$ cat src/rtl/red_pitaya_fads_sort_scheduler.sv
// Time-of-flight scheduler: queues "sort" droplets with a due timestamp and
// fires a sort pulse when the oldest entry falls due.
module red_pitaya_fads_sort_scheduler #(
  parameter int DEPTH = 8,
  parameter int TSW   = 32,
  parameter int CW    = 32
) (
  input  logic                     adc_clk_i,
  input  logic                     adc_rstn_i,
  input  logic                     enable_i,
  input  logic                     flush_i,
  input  logic [TSW-1:0]           delay_i,
  input  logic [TSW-1:0]           pulse_len_i,
  input  logic                     det_valid_i,
  input  logic                     det_sort_i,
  output logic                     sort_trig_o,
  output logic                     busy_o,
  output logic [$clog2(DEPTH):0]   pending_o,
  output logic [CW-1:0]            sorted_cnt_o,
  output logic [CW-1:0]            drop_cnt_o,
  output logic [CW-1:0]            retrig_cnt_o
);

  localparam int AW = $clog2(DEPTH);

  typedef enum logic {IDLE, PULSE} state_t;

  state_t         state_q, state_d;
  logic [TSW-1:0] cnt_q, cnt_d;
  logic [TSW-1:0] ts_q;
  logic [TSW-1:0] mem [DEPTH];
  logic [AW-1:0]  rd_ptr_q, wr_ptr_q;
  logic [AW:0]    count_q;

  logic [TSW-1:0] delay_eff, len_eff, head_due, late;
  logic           due, pop, push_req, push, full, drop;

  assign delay_eff = (delay_i == '0) ? TSW'(1) : delay_i;
  assign len_eff   = (pulse_len_i == '0) ? TSW'(1) : pulse_len_i;

  // Signed distance past the due time; wrap-safe while delays stay below 2^(TSW-1).
  assign head_due  = mem[rd_ptr_q];
  assign late      = ts_q - head_due;
  assign due       = (count_q != '0) && !late[TSW-1];

  assign pop       = due && !flush_i;
  assign push_req  = det_valid_i && det_sort_i && enable_i && !flush_i;
  assign full      = (count_q == (AW+1)'(DEPTH));
  assign push      = push_req && (!full || pop);
  assign drop      = push_req && full && !pop;

  always_ff @(posedge adc_clk_i or negedge adc_rstn_i) begin
    if (!adc_rstn_i) begin
      ts_q     <= '0;
      rd_ptr_q <= '0;
      wr_ptr_q <= '0;
      count_q  <= '0;
    end else begin
      // NOTE: sequential state uses non-blocking assignments so every register samples pre-edge values.
      ts_q <= ts_q + TSW'(1);
      if (flush_i) begin
        rd_ptr_q <= '0;
        wr_ptr_q <= '0;
        count_q  <= '0;
      end else begin
        if (pop)  rd_ptr_q <= rd_ptr_q + AW'(1);
        if (push) wr_ptr_q <= wr_ptr_q + AW'(1);
        if (push && !pop)      count_q <= count_q + (AW+1)'(1);
        else if (pop && !push) count_q <= count_q - (AW+1)'(1);
      end
    end
  end

  // NOTE: storage array has no reset; occupancy is tracked by count_q, so stale contents are never observed.
  always_ff @(posedge adc_clk_i) begin
    if (push) mem[wr_ptr_q] <= ts_q + delay_eff;
  end

  always_ff @(posedge adc_clk_i or negedge adc_rstn_i) begin
    if (!adc_rstn_i) begin
      state_q <= IDLE;
      cnt_q   <= '0;
    end else begin
      state_q <= state_d;
      cnt_q   <= cnt_d;
    end
  end

  // NOTE: defaults first so every path assigns state_d/cnt_d and no latch is inferred.
  always_comb begin
    state_d = state_q;
    cnt_d   = cnt_q;
    unique case (state_q)
      IDLE: begin
        if (pop) begin
          state_d = PULSE;
          cnt_d   = len_eff;
        end
      end
      PULSE: begin
        if (pop) begin
          cnt_d = len_eff;
        end else if (cnt_q == TSW'(1)) begin
          state_d = IDLE;
          cnt_d   = '0;
        end else begin
          cnt_d = cnt_q - TSW'(1);
        end
      end
      default: state_d = IDLE;
    endcase
    if (flush_i) begin
      state_d = IDLE;
      cnt_d   = '0;
    end
  end

  always_ff @(posedge adc_clk_i or negedge adc_rstn_i) begin
    if (!adc_rstn_i) begin
      sorted_cnt_o <= '0;
      drop_cnt_o   <= '0;
      retrig_cnt_o <= '0;
    end else begin
      if (pop)                      sorted_cnt_o <= sorted_cnt_o + CW'(1);
      if (pop && state_q == PULSE)  retrig_cnt_o <= retrig_cnt_o + CW'(1);
      if (drop)                     drop_cnt_o   <= drop_cnt_o + CW'(1);
    end
  end

  assign sort_trig_o = (state_q == PULSE);
  assign pending_o   = count_q;
  assign busy_o      = (state_q == PULSE) || (count_q != '0);

endmodule
$ cat config.mk
export PLATFORM = sky130hd
export DESIGN_NAME = red_pitaya_fads_sort_scheduler
export DESIGN_NICKNAME = d
export VERILOG_FILES = /design/src/rtl/red_pitaya_fads_sort_scheduler.sv
export SDC_FILE = /design/constraint.sdc
export NUM_CORES = 1
export LEC_CHECK = 0
export ABC_AREA = 0
export CAP_MARGIN = 5
export CORE_MARGIN = 10
export CORE_UTILIZATION = 48
export CTS_CLUSTER_SIZE = 16
export DETAILED_ROUTE_END_ITERATION = 6
export DONT_BUFFER_PORTS = 1
export GPL_ROUTABILITY_DRIVEN = 0
export HOLD_SLACK_MARGIN = 0.08
export PLACE_DENSITY = 0.65
export SLEW_MARGIN = 15
export SYNTH_ARGS = -nofsm -noshare
export SYNTH_HDL_FRONTEND = slang
export SYNTH_SLANG_ARGS = --single-unit
$ cat constraint.sdc
create_clock -name adc_clk_i -period 6.3 [get_ports adc_clk_i]
set_clock_uncertainty 0.2 [all_clocks]
set_input_delay 1.26 -clock adc_clk_i [delete_from_list [all_inputs] [get_ports adc_clk_i]]
set_output_delay 1.26 -clock adc_clk_i [all_outputs]
set_load 0.05 [all_outputs]
== Word-level counts from Yosys, hierarchy flattened ==
Memories as Yosys holds them, arrays and structs flattened.
Index checks and enable logic that the tools add are counted.
Word-level totals
  register bits: 171
  bits in writable memories: 256
  input port bits: 70
  memories kept: 1
Memory list
  mem: depth 8, width 32, read ports 1, clocked after memory_dff 0, wr ports 1, RTL line 31  | logic [TSW-1:0] mem [DEPTH];
Operators by class
  add/sub/neg operators: 11
  equal/unequal tests: 3
  multiplexer cells: 21
  bitwise logic cells: 1
  reductions and logical operators: 24
Operators by type and width (count)
  32-bit 2-to-1 mux: 6
  32-bit by 1-bit adder with 32-bit output (second input constant): 4
  32-bit zero test: 2
  32-bit case mux with 2 select lines: 1
  32-bit adder: 1
  32-bit by 1-bit == test with 1-bit output (second input constant): 1
  32-bit by 1-bit subtractor with 32-bit output (second input constant): 1
  32-bit subtractor: 1
  3-bit 2-to-1 mux: 4
  4-bit 2-to-1 mux: 3
  1-bit logical AND: 11
  3-bit by 1-bit adder with 3-bit output (second input constant): 2
  1-bit 2-to-1 mux: 6
  1-bit zero test: 5
  4-bit by 1-bit adder with 4-bit output (second input constant): 1
  4-bit == test (second input constant): 1
  2-bit nonzero test: 2
  4-bit nonzero test: 1
  4-bit by 1-bit subtractor with 4-bit output (second input constant): 1
  3-bit != test (second input constant): 1
  3-bit nonzero test: 1
  1-bit logical OR: 2
  1-bit case mux with 2 select lines: 1
  1-bit NOT: 1

== Logic depth before layout (Yosys ltp) ==
An unclocked memory read counts as a cell.
  depth after elaboration: 12
  gate-level depth with buffers: 21
  gate-level depth less buffers: 17

== Worst setup path before layout ==
OpenSTA, ideal clock, no wires.
  path type: register to register
  from: register rd_ptr_q[0]
  to: memory mem[0][0] (enable)
  data arrival time: 5999 ps
  setup slack: -360 ps
  cell stages (with the launch flop): 14
  buffers on the path: 2
  period minus slack after synthesis: 6660 ps
  cell sequence: dfrtp_1 -> buf_4 -> buf_1 -> mux4_2 -> mux2i_1 -> ha_1 -> a211oi_1 -> o21ai_0 -> o221ai_1 -> nand4_1 -> nor4_1 -> nor3_1 -> or3_1 -> nor3_1
On the way
  longest elaborated chain between the ends: 9
RTL lines
  start, declared: RTL line 32  | logic [AW-1:0] rd_ptr_q, wr_ptr_q;
  start signal, assigned: RTL line 66  | if (pop) rd_ptr_q <= rd_ptr_q + AW'(1);
  memory read 8 x 32 bit
  32-bit subtractor: RTL line 43  | assign late = ts_q - head_due;
  1-bit zero test: RTL line 44  | assign due = (count_q != '0) && !late[TSW-1];
  1-bit logical AND: RTL line 44
  1-bit logical AND: RTL line 46  | assign pop = due && !flush_i;
  1-bit logical OR: RTL line 49  | assign push = push_req && (!full || pop);
  1-bit logical AND: RTL line 49
  1-bit 2-to-1 mux: RTL line 76  | if (push) mem[wr_ptr_q] <= ts_q + delay_eff;
  1-bit 2-to-1 mux (not written as such): RTL line 76
  end, declared: RTL line 31
No other way between the ends.

== Worst setup path after layout ==
  from: register rd_ptr_q[0]
  to: memory mem[1][20] (enable)
The elaborated chain is that of the path after synthesis.

==> metrics.txt <==
Comb power frac 20.0%; Design Power 0.00787 W; Clk pin slew, worst setup/hold paths 0.06 ns; sequential power share 44.0%; maxcap violations 0; post-synthesis cell count 1575; die area 0.0515 mm2; synthesis-to-finish area growth 11.5%; H-tree Lvls 2; Leakage 8.72 nW; Switch Pwr 0.00233 W; Core Rows 75; Cell Area, Placed 0.0213 mm2; Layout Cells excl Fill 2145; Ys Warns 0; CTS tree built; Post CTS Setup Buffer Count 0; Net Count, Synth 1718; Worst Hold Class in2async; critical path's most frequent cell nand3_1; initial antenna violation count 0; fin crit period 5.58 ns; Post-Route WL 50500 um; sum of negative setup slack 0 ns; Skew-Pair Late Insertion Delay 0.57 ns; Root Driver clkbuf_16; Tcrit/Tclk final 88.6%; final number of hold-violating endpoints 0; CP Max Fanout 34; Fmax 179 MHz; CP Launch Type flip-flop; Worst-Margin Slew 1.03 ns; Synth Register Bits 427; layout cells sized above 1 12.3%; drt initial violations 1133; Resized Gates After CTS 0; critical path endpoint category flip-flop; CTS Hold Bufs 0; via-per-instance ratio 6.13; Power Density 344 mW/mm2; post-synth cell types 66; EDFF count, synth 256; gr usage total 19.5%; dpl hpwl 34000 um; Main synth FF type edfxtp_1; worst path required time 6.35 ns; fin nets 1712; global-route wire length before repair 77400 um; initial core utilization 48.8%; die height 227 um; vias in the first global route 12936; I/O Pins 172; Clock Sinks 427; Worst VDD drop 0.209 mV; pin count of the biggest net entering global routing 172; worst setup path class reg2reg; Sw Share 29.6%; drc violations 0; fin area 0.0229 mm2; headroom to the max-slew limit 30.5%; Avg Inst Size Synth 13.0 um2; Num CTS Buffers 46; Crit path arrival time 5.63 ns; antenna-violating nets left 0; CP max-delay cell dfrtp_4; status finished, final reports clean; Internal Power 0.00554 W; placed cells 2060; Chip Width 227 um; Port Buffers 0; Netlist Area Pre-Place 0.0205 mm2; Layout Utilization 54.4%; CP peak stage delay 0.87 ns; Max clock buf depth 3; register area share after synthesis 58.2%; RSZ-0062 raised after global routing no; number of diodes 0; clock power share 36.0%; total vias in the final route 13144; grt total ovfl 0; R2R setup slack 0.72 ns; core box area 0.0421 mm2; setup violators final 0; Synth async-reset ratio 40.0%; CP cell instances buf_4, buf_4, mux4_2, mux2i_1, ha_1, a211oi_1, nand3_1, nand4_1, a21boi_1, or4_1, nand3_1, nand3_1, nor3_4, buf_12; max-slew violation count 0; First-pass DRT Iterations 6; Routed WL per cell 23.5 um
-- stage by stage --
| step | hold slack, ns | setup WS [ns] |
|---|---|---|
| 3_5_place_dp | 0.338 | 0.675 |
| 5_1_grt | 0.166 | 0.338 |
| 2_1_floorplan | 0.290 | 0.512 |
| 6_report | 0.190 | 0.720 |
| 4_1_cts | 0.157 | 0.647 |
| 3_3_place_gp | 0.328 | 0.730 |
-- synthesized netlist by cell type (5+ instances only) --
cell / number / area [um2]
xor2_1: 76 / 666
nor3_1: 66 / 330
nor3b_1: 7 / 52.6
buf_2: 8 / 40.0
o22ai_1: 6 / 37.5
nand3_1: 53 / 265
a221oi_1: 5 / 43.8
nand2b_1: 10 / 62.6
or3_1: 10 / 62.6
and2_1: 7 / 43.8
nand2_1: 73 / 274
clkbuf_1: 70 / 263
a21o_1: 14 / 105
mux2i_1: 33 / 330
o21ai_0: 40 / 200
or2_2: 6 / 37.5
dfrtp_1: 171 / 4280
nand4_1: 52 / 325
a211oi_1: 21 / 158
buf_1: 5 / 18.8
and3_1: 32 / 200
inv_1: 31 / 116
a221o_1: 10 / 100
nor2_1: 85 / 319
mux4_2: 64 / 1440
and4_1: 14 / 123
nor2b_1: 6 / 37.5
edfxtp_1: 256 / 7690
a31oi_1: 5 / 31.3
nor4_1: 50 / 313
or4_1: 7 / 52.6
o21a_1: 10 / 75.1
xnor2_1: 88 / 771
a21oi_1: 60 / 300
ha_1: 71 / 888
-- state kept, by name, summed over array words and instances (netlist names) --
name / cells
cnt_q: 32
drop_cnt_o: 32
mem: 256
pending_o: 4
rd_ptr_q: 3
retrig_cnt_o: 32
sort_trig_o: 1
sorted_cnt_o: 32
ts_q: 32
wr_ptr_q: 3
-- critical path: cells and delay by family, from the launching register on --
kind | cells | cell delay [ns]
multiplexers | 2 | 0.71
flip-flops | 1 | 0.87
AO/OA/AOI/OAI | 2 | 0.45
adder cells (fa/ha/maj) | 1 | 0.27
buffers and inverters | 3 | 0.85
AND/OR/NAND/NOR | 6 | 1.90
-- logic make-up after synthesis --
| logic type | count (synthesis) | synth area share [%] |
|---|---|---|
| adders and majority gates | 73 | 4.52 |
| muxes | 99 | 8.73 |
| AOI/OAI and AO/OA | 201 | 6.34 |
| xor gates and xnor gates | 164 | 6.99 |
| DFF | 427 | 58.2 |
| buffers and inverters | 116 | 2.22 |
| and+or+nand+nor | 495 | 12.9 |
-- routing by layer --
layer | vias up | GRT usage [%] | routed length [um]
met5 | - | 0 | 0
li1 | 6002 | - | -
met1 | 6607 | 25.1 | 20700
met3 | 79 | 4.77 | 4340
met4 | 0 | 6.04 | 1310
met2 | 456 | 32.0 | 24100
-- layout by cell type (no fill, tap or decap), types with 7 or more instances in the layout --
cell type	synthesis	final
ha_1	71	71
nand4_1	52	52
clkbuf_1	70	11
nor2_4	0	7
nor3_1	66	64
a221o_1	10	10
clkbuf_8	0	9
nand3_1	53	53
a211oi_1	21	21
and4_1	14	14
inv_1	31	31
buf_4	1	23
nand2_1	73	73
a21oi_1	60	59
clkbuf_16	0	47
mux4_2	64	64
and3_1	32	32
a21o_1	14	14
edfxtp_1	256	256
xor2_1	76	76
buf_12	0	8
nor4_1	50	50
or3_1	10	10
or4_1	7	7
nor2_1	85	78
and2_1	7	7
mux2i_1	33	33
dfrtp_1	171	168
o21ai_0	40	39
nand2b_1	10	10
xnor2_1	88	88
nor3b_1	7	7
o21a_1	10	10
-- power by group through the flow --
| stage | registers [W] | clock network (W) | logic (W) |
|---|---|---|---|
| after CTS | 0.00347 | 0.00289 | 0.00158 |
| after detailed placement | 0.00353 | 0 | 0.00157 |
| after global routing | 0.00350 | 0.00301 | 0.00174 |
| final | 0.00347 | 0.00283 | 0.00157 |
| after floorplan | 0.00341 | 0 | 0.00132 |
| after global placement | 0.00352 | 0 | 0.00154 |
-- cell type report --
| type | count | area (um2) |
|---|---|---|
| clock inverters | 18 | 262 |
| flip-flops and latches | 427 | 12000 |
| multi-input cells | 1032 | 8210 |
| inverters | 31 | 116 |
| repair buffers | 31 | 333 |
| clock buffers | 67 | 1340 |
| well taps | 539 | 674 |
| fillers | 3435 | 19200 |
-- final timing paths --
check / start / end / cells past startpoint
max: rd_ptr_q[0] / mem[1][20] / 14
min: adc_rstn_i / cnt_q[2] / 0
max reg2reg: rd_ptr_q[0] / mem[1][20] / 14
min reg2reg: cnt_q[18] / cnt_q[18] / 1
max in group asynchronous: adc_rstn_i / retrig_cnt_o[12] / 0
min in group adc_clk_i: cnt_q[18] / cnt_q[18] / 1
(Power assumes the default switching activity.)
